### src/rtl/alu_pkg.sv
// Shared opcode and sequencer-state definitions for the 8-bit ALU and its
// command initiator.
package alu_pkg;

    localparam int ALU_W = 8;

    typedef enum logic [2:0] {
        ALU_ADD = 3'b000,
        ALU_SUB = 3'b001,
        ALU_AND = 3'b010,
        ALU_OR  = 3'b011,
        ALU_XOR = 3'b100
    } alu_op_e;

    typedef enum logic [1:0] {
        IDLE = 2'd0,
        EXEC = 2'd1,
        RESP = 2'd2
    } seq_state_e;

    function automatic logic is_legal_op(input logic [2:0] op);
        return (op <= 3'(ALU_XOR));
    endfunction

endpackage

### src/rtl/sat_cnt.sv
// Saturating up-counter: increments on i_inc and sticks at all-ones.
module sat_cnt #(
    parameter int CNT_W = 16
) (
    input  logic             clk,
    input  logic             rst_n,
    input  logic             i_inc,
    output logic [CNT_W-1:0] o_cnt
);

    logic [CNT_W-1:0] r_cnt;

    // NOTE: sequential state is written with <= so every flop samples pre-edge values.
    always_ff @(posedge clk or negedge rst_n) begin
        if (!rst_n) begin
            r_cnt <= '0;
        end else if (i_inc && (r_cnt != {CNT_W{1'b1}})) begin
            r_cnt <= r_cnt + CNT_W'(1);
        end
    end

    assign o_cnt = r_cnt;

endmodule

### src/rtl/alu_seq.sv
// Command initiator for the external ALU: registers operands, captures the
// result one cycle later and holds it on a valid/ready response port.
module alu_seq
    import alu_pkg::*;
#(
    parameter int DATA_W = ALU_W,
    parameter int TAG_W  = 4,
    parameter int CNT_W  = 16
) (
    input  logic              clk,
    input  logic              rst_n,
    input  logic              cmd_valid,
    output logic              cmd_ready,
    input  logic [2:0]        cmd_op,
    input  logic [DATA_W-1:0] cmd_a,
    input  logic [DATA_W-1:0] cmd_b,
    input  logic              cmd_use_acc,
    input  logic [TAG_W-1:0]  cmd_tag,
    output logic [DATA_W-1:0] alu_a,
    output logic [DATA_W-1:0] alu_b,
    output logic [2:0]        alu_op,
    input  logic [DATA_W-1:0] alu_result,
    input  logic              alu_zero,
    input  logic              alu_carry,
    input  logic              alu_ovf,
    output logic              rsp_valid,
    input  logic              rsp_ready,
    output logic [DATA_W-1:0] rsp_result,
    output logic              rsp_zero,
    output logic              rsp_carry,
    output logic              rsp_ovf,
    output logic              rsp_err,
    output logic [TAG_W-1:0]  rsp_tag,
    output logic [DATA_W-1:0] acc,
    input  logic              acc_clr,
    output logic [CNT_W-1:0]  op_cnt,
    output logic [CNT_W-1:0]  ovf_cnt
);

    seq_state_e        r_state, w_state_nxt;
    logic              w_ready, w_cmd_hs, w_legal_done;
    logic [DATA_W-1:0] r_alu_a, r_alu_b, r_acc;
    logic [2:0]        r_alu_op;
    logic [TAG_W-1:0]  r_tag, r_rsp_tag;
    logic              r_err;
    logic [DATA_W-1:0] r_rsp_result;
    logic              r_rsp_zero, r_rsp_carry, r_rsp_ovf, r_rsp_err;

    always_comb begin
        w_state_nxt = r_state;
        w_ready     = 1'b0;
        case (r_state)
            IDLE: begin
                w_ready = 1'b1;
                if (cmd_valid) w_state_nxt = EXEC;
            end
            EXEC: w_state_nxt = RESP;
            RESP: begin
                w_ready = rsp_ready;
                if (rsp_ready) w_state_nxt = cmd_valid ? EXEC : IDLE;
            end
            default: w_state_nxt = IDLE;
        endcase
    end

    // Gated by rst_n so no command can appear accepted while reset is held.
    assign cmd_ready    = w_ready & rst_n;
    assign w_cmd_hs     = cmd_valid & cmd_ready;
    assign w_legal_done = (r_state == EXEC) & ~r_err;

    always_ff @(posedge clk or negedge rst_n) begin
        if (!rst_n) r_state <= IDLE;
        else        r_state <= w_state_nxt;
    end

    always_ff @(posedge clk or negedge rst_n) begin
        if (!rst_n) begin
            r_alu_a  <= '0;
            r_alu_b  <= '0;
            r_alu_op <= '0;
            r_tag    <= '0;
            r_err    <= 1'b0;
        end else if (w_cmd_hs) begin
            r_alu_a  <= cmd_use_acc ? r_acc : cmd_a;
            r_alu_b  <= cmd_b;
            r_alu_op <= cmd_op;
            r_tag    <= cmd_tag;
            r_err    <= ~is_legal_op(cmd_op);
        end
    end

    always_ff @(posedge clk or negedge rst_n) begin
        if (!rst_n) begin
            r_rsp_result <= '0;
            r_rsp_zero   <= 1'b0;
            r_rsp_carry  <= 1'b0;
            r_rsp_ovf    <= 1'b0;
            r_rsp_err    <= 1'b0;
            r_rsp_tag    <= '0;
        end else if (r_state == EXEC) begin
            r_rsp_tag <= r_tag;
            r_rsp_err <= r_err;
            if (r_err) begin
                r_rsp_result <= '0;
                r_rsp_zero   <= 1'b1;
                r_rsp_carry  <= 1'b0;
                r_rsp_ovf    <= 1'b0;
            end else begin
                r_rsp_result <= alu_result;
                r_rsp_zero   <= alu_zero;
                r_rsp_carry  <= alu_carry;
                r_rsp_ovf    <= alu_ovf;
            end
        end
    end

    // Clear has priority over the result write-back.
    always_ff @(posedge clk or negedge rst_n) begin
        if (!rst_n)            r_acc <= '0;
        else if (acc_clr)      r_acc <= '0;
        else if (w_legal_done) r_acc <= alu_result;
    end

    sat_cnt #(.CNT_W(CNT_W)) u_op_cnt (
        .clk   (clk),
        .rst_n (rst_n),
        .i_inc (w_legal_done),
        .o_cnt (op_cnt)
    );

    sat_cnt #(.CNT_W(CNT_W)) u_ovf_cnt (
        .clk   (clk),
        .rst_n (rst_n),
        .i_inc (w_legal_done & alu_ovf),
        .o_cnt (ovf_cnt)
    );

    assign alu_a      = r_alu_a;
    assign alu_b      = r_alu_b;
    assign alu_op     = r_alu_op;
    assign rsp_valid  = (r_state == RESP);
    assign rsp_result = r_rsp_result;
    assign rsp_zero   = r_rsp_zero;
    assign rsp_carry  = r_rsp_carry;
    assign rsp_ovf    = r_rsp_ovf;
    assign rsp_err    = r_rsp_err;
    assign rsp_tag    = r_rsp_tag;
    assign acc        = r_acc;

endmodule

### config.mk
export PLATFORM = sky130hd
export DESIGN_NAME = alu_seq
export DESIGN_NICKNAME = d
export VERILOG_FILES = /design/src/rtl/alu_pkg.sv /design/src/rtl/sat_cnt.sv /design/src/rtl/alu_seq.sv
export SDC_FILE = /design/constraint.sdc
export NUM_CORES = 1
export LEC_CHECK = 0
export BUFFER_PORTS_ARGS = -buffer_cell sky130_fd_sc_hd__clkbuf_2
export CAP_MARGIN = 20
export CORE_AREA = 2 2 86 88
export DETAILED_ROUTE_END_ITERATION = 6
export DIE_AREA = 0 0 88 90
export PLACE_DENSITY = 0.79
export SYNTH_ARGS = -nofsm -noshare
export SYNTH_HDL_FRONTEND = slang
export SYNTH_SLANG_ARGS = --single-unit
### constraint.sdc
create_clock -name clk -period 2.1 [get_ports clk]
set_input_delay 0.21 -clock clk [delete_from_list [all_inputs] [get_ports clk]]
set_output_delay 0.21 -clock clk [all_outputs]
set_load 0.02 [all_outputs]
# Yosys cells after proc, flatten, opt, wreduce, memory -nomap -nowiden
# Cells that the tools add are included.
[totals]
register_bits = 82
in_bits = 40
output_inout_bits = 77
wordCells = 47
[op_classes]
addsub = 2
order_cmp = 1
eq_ne = 6
muxes = 12
bitwise_logic = 6
n_reduce_logical = 5
[op_table]
columns = ["op", "n"]
rows = [
  ["adder 16 x 1 -> 16 bit (second input constant)", 2],
  ["2-to-1 mux 8 bit", 4],
  ["!= test 16 bit (second input constant)", 2],
  ["one-hot mux 2 bit (3 select lines)", 1],
  ["bitwise AND 1 bit", 4],
  ["2-to-1 mux 1 bit", 4],
  ["2-to-1 mux 2 bit", 2],
  ["less-or-equal comparator 3 bit (second input constant)", 1],
  ["equality test 2 x 1 -> 1 bit (second input constant)", 1],
  ["equality test 2 bit (second input constant)", 1],
  ["logical AND 1 bit", 2],
  ["zero test 2 bit", 1],
  ["!= test 2 x 1 -> 1 bit (second input constant)", 1],
  ["!= test 2 bit (second input constant)", 1],
  ["inverter 1 bit", 2],
  ["one-hot mux 1 bit (2 select lines)", 1],
  ["AND reduction 2 bit", 1],
  ["nonzero test 2 bit", 1],
]

# Depth between registers and ports, before layout
# Gate-level depths: netlist (run 1).
[logic_depth]
word_depth = 4
depth_mapped = 6
mapped_depth_nobuf = 6

# Modules after synthesis
# A second synthesis (run 1) with hierarchy kept.
[hier_totals]
cells_unflattened = 299
area_unflattened_um2 = 3819.9
[by_module_without_submodules]
columns = ["module", "n_inst", "cells_each", "area_each_um2", "seq_area_each_um2"]
rows = [
  ["alu_seq", 1, 155, 2100.8, 1251.2],
  ["sat_cnt", 2, 72, 859.6, 400.4],
]

# Least setup slack after synthesis (run 1)
# Ideal clock, no wire load.
[synth_timing]
path_kind = "register to register"
start = "register r_state[1]"
end = "register u_op_cnt.r_cnt[1] (netlist: u_op_cnt.o_cnt[1])"
setup_ps = 125
arrival_ps = 1692
required_ps = 1975
slack_ps = 283
stages_incl_launch_ff = 7
n_path_buf = 2
period_less_slack_ps = 1817
cell_sequence = "dfrtp_1 -> nand2b_1 -> buf_2 -> or2_2 -> buf_2 -> a41oi_2 -> mux2_2"
[synth_between]
elab_chain_len = 3
[synth_lines]
columns = ["item", "line", "rtl"]
rows = [
  ["from (decl)", "alu_seq.sv:40", "seq_state_e r_state, w_state_nxt;"],
  ["from (signal assigned)", "alu_seq.sv:73", "else r_state <= w_state_nxt;"],
  ["equality test 2 x 1 -> 1 bit", "alu_seq.sv:69", "assign w_legal_done = (r_state == EXEC) & ~r_err;"],
  ["bitwise AND 1 bit", "alu_seq.sv:69", ""],
  ["logical AND 1 bit", "sat_cnt.sv:17", "end else if (i_inc && (r_cnt != {CNT_W{1'b1}})) begin"],
  ["to (signal assigned)", "sat_cnt.sv:18", "r_cnt <= r_cnt + CNT_W'(1);"],
  ["to (decl)", "sat_cnt.sv:11", "logic [CNT_W-1:0] r_cnt;"],
]
# Every way passes these cells.
# A chain may end at the register's enable or synchronous reset.

# Final worst setup path (run 1)
[layout_timing]
start = "register r_err"
end = "register u_ovf_cnt.r_cnt[13] (netlist: u_ovf_cnt.o_cnt[13])"
[layout_between]
elab_chain_len = 4
[layout_lines]
columns = ["item", "line", "rtl"]
rows = [
  ["from (decl)", "alu_seq.sv:45", "logic r_err;"],
  ["from (signal assigned)", "alu_seq.sv:88", "r_err <= ~is_legal_op(cmd_op);"],
  ["inverter 1 bit", "alu_seq.sv:69", ""],
  ["bitwise AND 1 bit", "alu_seq.sv:69", ""],
  ["bitwise AND 1 bit", "alu_seq.sv:134", ".i_inc (w_legal_done & alu_ovf),"],
  ["logical AND 1 bit", "sat_cnt.sv:17", ""],
  ["to (signal assigned)", "sat_cnt.sv:18", ""],
  ["to (decl)", "sat_cnt.sv:11", ""],
]
# Every way passes these cells.

==> flow_summary.ini, run 1 <==
[die]
start_util_pct = 48.9
die_h_um = 90
boundaryPins = 117
row_count = 31
die_w_um = 88
die_area_um2 = 7920
core_um2 = 7020

[yosys]
syn_area_per_cell_um2 = 11.6
syn_inst = 296
yosys-top-cells-area = dfrtp_1, mux2_2, nand2_1, xnor2_1, mux2i_1
yosysWarnings = 0
async_reset_ff_share_pct = 100
synth_seq_cells = 82
synth_edf_count = 0
yosysTopAreaCell = dfrtp_1
synth_cell_types = 33
yosys.area.top_type_share_pct = 59.7
synth_compound_area_share_pct = 6.26
synthMuxAreaShare_pct = 9.83
yosysSeqAreaShare_pct = 59.7
synth_top_family_by_area = simple AND/OR/NAND/NOR gates
yosys.area_share.simple_pct = 15.2
synth_xor_xnor_area_share_pct = 6.63
synth-main-ff-cell = dfrtp_1
synth_area_um2 = 3440
synthAdderAreaFrac_pct = 0.728
synth_nets = 338

[grt]
overflow = 0
grt_max_degree = 67
use_met2_pct = 30.4
antenna_found_initial = 0
grtUsageMet3_pct = 5.14
grt_use_total_pct = 19.0
use_met1_pct = 24.3
busiest_layer = met2
grt_pass1_vias = 2534
grt_pass1_wl_um = 11800

[cts]
clk_latency_ns = 0.34
root_buffer = clkbuf_8
cts_made_buffers = 9
path_clk_slew_ns = 0.08
cts_tree = yes
post_cts_resized = 0
cts_max_path_buffers = 2
ctsHtreeMaxLevel = 3
numClockSinks = 82
cts_hold_buf = 1
postCtsSetupRepairBufs = 0

[worst_setup_path]
cp.arrival_ns = 2.14
cp-start-kind = flip-flop
critical_path_class = flip-flop to flip-flop
path_max_fanout = 4
critPathCaptureType = flip-flop
required_ns = 2.33

[run_status]
status = finished clean

[timing]
tightest_slew_ns = 0.809
finalSetupViolCount = 0
fin_crit_sh_pct = 90.7
maxSlewHeadroom_pct = 46.1
setup_ws_ns = 0.196
drv_slew = 0
finalHoldViolCount = 0
clock_skew_ns = 0.00614
tns_ns = 0
max_freq_mhz = 525
grt_setup_unrepaired = false
fin_crit_ns = 1.90

[layout]
finalNonFillerCells = 524
nNetsFinal = 462
layout-drive-gt1-share_pct = 38.8
n_antenna_cell = 0
syn2layout_area_growth_pct = 26.1

[drt]
ant_nets = 0
vias_per_cell = 4.99
routed_wl_um = 7210
drt-initial-drc-count = 61
drc = 0
route.vias.total = 2614
firstDrtPassIters = 4
wl_per_cell_um = 13.8

[power_and_ir_drop]
vdd_drop_max_uv = 689
pwr_density_cell_nw_per_um2 = 1070
leakage_nw = 2.20
totalPowerFinal_mw = 4.63

[worst_hold_path]
hold_path_class = input port to flip-flop

[placed_design]
dp_slack_ns = 0.219
dpl.cell_count = 507
io_buffers = 116
dp_hpwl_um = 5380
place.gp.congestion = 0.869

[run]
maxCapViolations = 0
[Yosys cell counts (all sizes together), types with 5 or more instances]
library cell / count
nand4: 10
nand2: 53
nor3: 5
a21oi: 12
xor2: 9
xnor2: 17
inv: 5
nand3: 16
dfrtp: 82
buf: 6
mux2: 22
nor2: 8
o21ai: 12
mux2i: 9
[through the flow]
stage	utilization, %	cell area (µm²)	hold slack [ns]
floorplan	-	3440	-0.0856
global placement	59.0	4140	0.0959
detailed placement	59.0	4140	0.100
CTS	61.7	4330	0.0520
global route	61.7	4330	0.0738
finish	61.7	4330	0.0700
[cells by family (layout without fill, tap and decap cells)]
logic type / Yosys count / after routing
flip-flops: 82 / 82
adder cells (fa/ha/maj): 2 / 2
AND/OR/NAND/NOR: 108 / 108
AO/OA/AOI/OAI: 33 / 33
XOR/XNOR: 26 / 26
buffers and inverters: 14 / 143
multiplexers: 31 / 31
[power by group]
| part | leakage (nW) | total [mW] | switching [mW] | internal, mW |
|---|---|---|---|---|
| registers | 1.06 | 2.22 | 0.280 | 1.94 |
| clock network | 0.0882 | 1.03 | 0.571 | 0.461 |
| logic | 1.05 | 1.38 | 0.853 | 0.526 |
| total | 2.20 | 4.63 | 1.70 | 2.92 |
[critical path, stage by stage, from the launching register on]
cell and delay, ns:
dfrtp_1 0.43, nand4b_1 0.21, or4_1 0.53, a31oi_1 0.33
nand3_1 0.15, xnor2_1 0.14
[registers in the layout, summed over array words and instances (netlist names)]
name,count
u_op_cnt.o_cnt,16
u_ovf_cnt.o_cnt,16
acc,8
alu_a,8
alu_b,8
rsp_result,8
r_tag,4
rsp_tag,4
alu_op,3
r_state,2
r_err,1
rsp_carry,1
rsp_err,1
rsp_ovf,1
rsp_zero,1
[cell usage in the layout, fill, tap and decap left out, types with 2 or more instances in the layout]
master / n
dfrtp_1: 82
clkinvlp_4: 2
nand2_1: 53
clkbuf_8: 10
and2_1: 2
inv_1: 5
nor2b_1: 2
a21oi_1: 12
nand4_1: 10
clkbuf_2: 115
nand2b_1: 2
a31oi_1: 4
buf_4: 6
xnor2_1: 17
mux2i_1: 9
or2_2: 2
nand4b_1: 2
nor3_1: 4
o21ai_0: 12
and3_1: 3
mux2_2: 22
clkinv_4: 2
nand3_1: 16
xor2_1: 9
ha_1: 2
clkinv_2: 2
nor2_1: 8
[worst paths after layout]
check                      cells after the start                              end  slack (ns)            startpoint
max in group asynchronous                      3   u_ovf_cnt.o_cnt[1]$_DFFE_PN0P_        0.74                 rst_n
min in group asynchronous                      2           r_state[1]$_DFFE_PN0P_        0.28                 rst_n
min                                            3        rsp_result[2]$_DFFE_PN0N_        0.07         alu_result[2]
max                                            5  u_ovf_cnt.o_cnt[13]$_DFFE_PN0P_        0.20     r_err$_DFFE_PN0P_
max reg2reg                                    5  u_ovf_cnt.o_cnt[13]$_DFFE_PN0P_        0.20     r_err$_DFFE_PN0P_
min reg2reg                                    2             alu_a[4]$_DFFE_PN0P_        0.48  alu_a[4]$_DFFE_PN0P_
[per-layer routing]
metal | vias to the layer above | wire length [µm]
li1 | 1269 | -
met1 | 1247 | 3080
met2 | 89 | 3520
met3 | 9 | 499
met4 | 0 | 102
met5 | - | 0
[area by class of cell]
type	count	area (µm²)
Clock buffer	10	138
Clock inverter	6	42.5
Fill cell	600	2690
Inverter	5	18.8
Multi-Input combinational cell	200	1330
Sequential cell	82	2050
Tap cell	99	124
Timing Repair Buffer	122	631
No activity file was read; power rests on OpenSTA's default activity.
==> run 2: changes to the inputs <==
- RECOVER_POWER: unset -> 100
==> flow_summary.ini, run 2 (synthesis gave the netlist of run 1 again) <==
[run_status]
status = finished clean

[worst_setup_path]
critPathCaptureType = flip-flop
timing.rr.end = u_ovf_cnt.o_cnt[13]$_DFFE_PN0P_
required_ns = 2.33
ff2ff_path_depth = 5
cp-start-kind = flip-flop
r2r_setup_slack_ns = 0.19
reg2reg_from = r_err$_DFFE_PN0P_
critical_path_class = flip-flop to flip-flop
path_max_fanout = 4
cp.arrival_ns = 2.15
critical_path.endpoint = u_ovf_cnt.o_cnt[13]$_DFFE_PN0P_
cp-startpoint = r_err$_DFFE_PN0P_

[die]
die_w_um = 88
start_util_pct = 48.9
die_h_um = 90
boundaryPins = 117
row_count = 31
die_area_um2 = 7920
core_um2 = 7020

[grt]
grt_use_total_pct = 19.0
grt_pass1_wl_um = 11800
grt_pass1_vias = 2534
overflow = 0
grt_max_degree = 67
antenna_found_initial = 0

[drt]
vias_per_cell = 4.99
route.vias.total = 2616
routed_wl_um = 7240
ant_nets = 0
firstDrtPassIters = 4
drt-initial-drc-count = 58
wl_per_cell_um = 13.8
drc = 0

[layout]
regArea_um2 = 2050
layout-drive-gt1-share_pct = 19.8
nNetsFinal = 462
n_fill_cell = 658
final_common_cell = dfrtp_1
syn2layout_area_growth_pct = 22.7
finalNonFillerCells = 524
n_antenna_cell = 0
final_cell_mix = dfrtp_1, clkbuf_1, nand2_1
fin_util_pct = 60.0
multi_input_area_um2 = 1320

[timing]
tns_ns = 0
tightest_slew_ns = 0.879
finalSetupViolCount = 0
finalHoldViolCount = 0
drv_slew = 0
clock_skew_ns = 0.00552
grt_setup_unrepaired = false
fin_crit_ns = 1.91
fin_crit_sh_pct = 91.0
max_freq_mhz = 523
maxSlewHeadroom_pct = 41.4
fin_hold_ws_ns = 0.0709

[cts]
postCtsSetupRepairBufs = 0
post_cts_resized = 0
path_clk_slew_ns = 0.08
numClockSinks = 82
cts_hold_buf = 1
root_buffer = clkbuf_8
cts_max_path_buffers = 2
cts_made_buffers = 9
cts_tree = yes
clk_latency_ns = 0.35
ctsHtreeMaxLevel = 3

[power_and_ir_drop]
totalPowerFinal_mw = 4.53
pwr_density_cell_nw_per_um2 = 1070
vdd_drop_max_uv = 667
leakage_nw = 1.93

[worst_hold_path]
hold_path_class = input port to flip-flop

[placed_design]
io_buffers = 116
dpl.cell_count = 507
place.gp.congestion = 0.869
dp_hpwl_um = 5380

[run]
maxCapViolations = 0
-- run 2: critical path: stages (launching register included) --
cell and delay (ns):
dfrtp_1 0.43, nand4b_1 0.21, or4_1 0.53, a31oi_1 0.34, nand3_1 0.15, xnor2_1 0.14
-- run 2: cell type report --
cell class	instances	area share, %
multi-input combinational	200	31.3
clock inverter	6	1.01
sequential	82	48.7
timing repair buffer	122	12.3
tap	99	2.94
inverter	5	0.445
clock buffer	10	3.27
-- run 2: report_power, final --
group          switching [mW]  leakage [nW]  total [mW]  internal [mW]
Clock                   0.572        0.0882        1.03          0.461
Combinational           0.852         0.789        1.28          0.431
Sequential              0.274          1.06        2.21           1.94
-- run 2: how the worst min path moves through the flow --
stage	start	endpoint	slack [ns]	depth (start not counted)
floorplan	rst_n	acc[0]$_DFFE_PN0P_	-0.09	0
global placement	rst_n	r_state[1]$_DFFE_PN0P_	0.1	1
detailed placement	rst_n	r_state[0]$_DFFE_PN0P_	0.10	1
CTS	alu_result[2]	rsp_result[2]$_DFFE_PN0N_	0.05	3
global route	alu_result[7]	rsp_result[7]$_DFFE_PN0N_	0.07	3
finish	alu_result[2]	rsp_result[2]$_DFFE_PN0N_	0.07	3
-- run 2: per-layer routing --
layer  GRT usage [%]  share of wire [%]  up-vias
met5               0                  0        -
met4            7.69                1.3        0
met3            5.14                6.9        8
met2            30.4                 48       88
met1            24.3                 43     1252
li1                -                  -     1268
-- run 2: stage by stage --
step,cell area [µm²],setup WS [ns]
finish,4220,0.188
global route,4220,0.117
CTS,4330,0.206
detailed placement,4140,0.219
global placement,4140,0.296
floorplan,3440,0.283
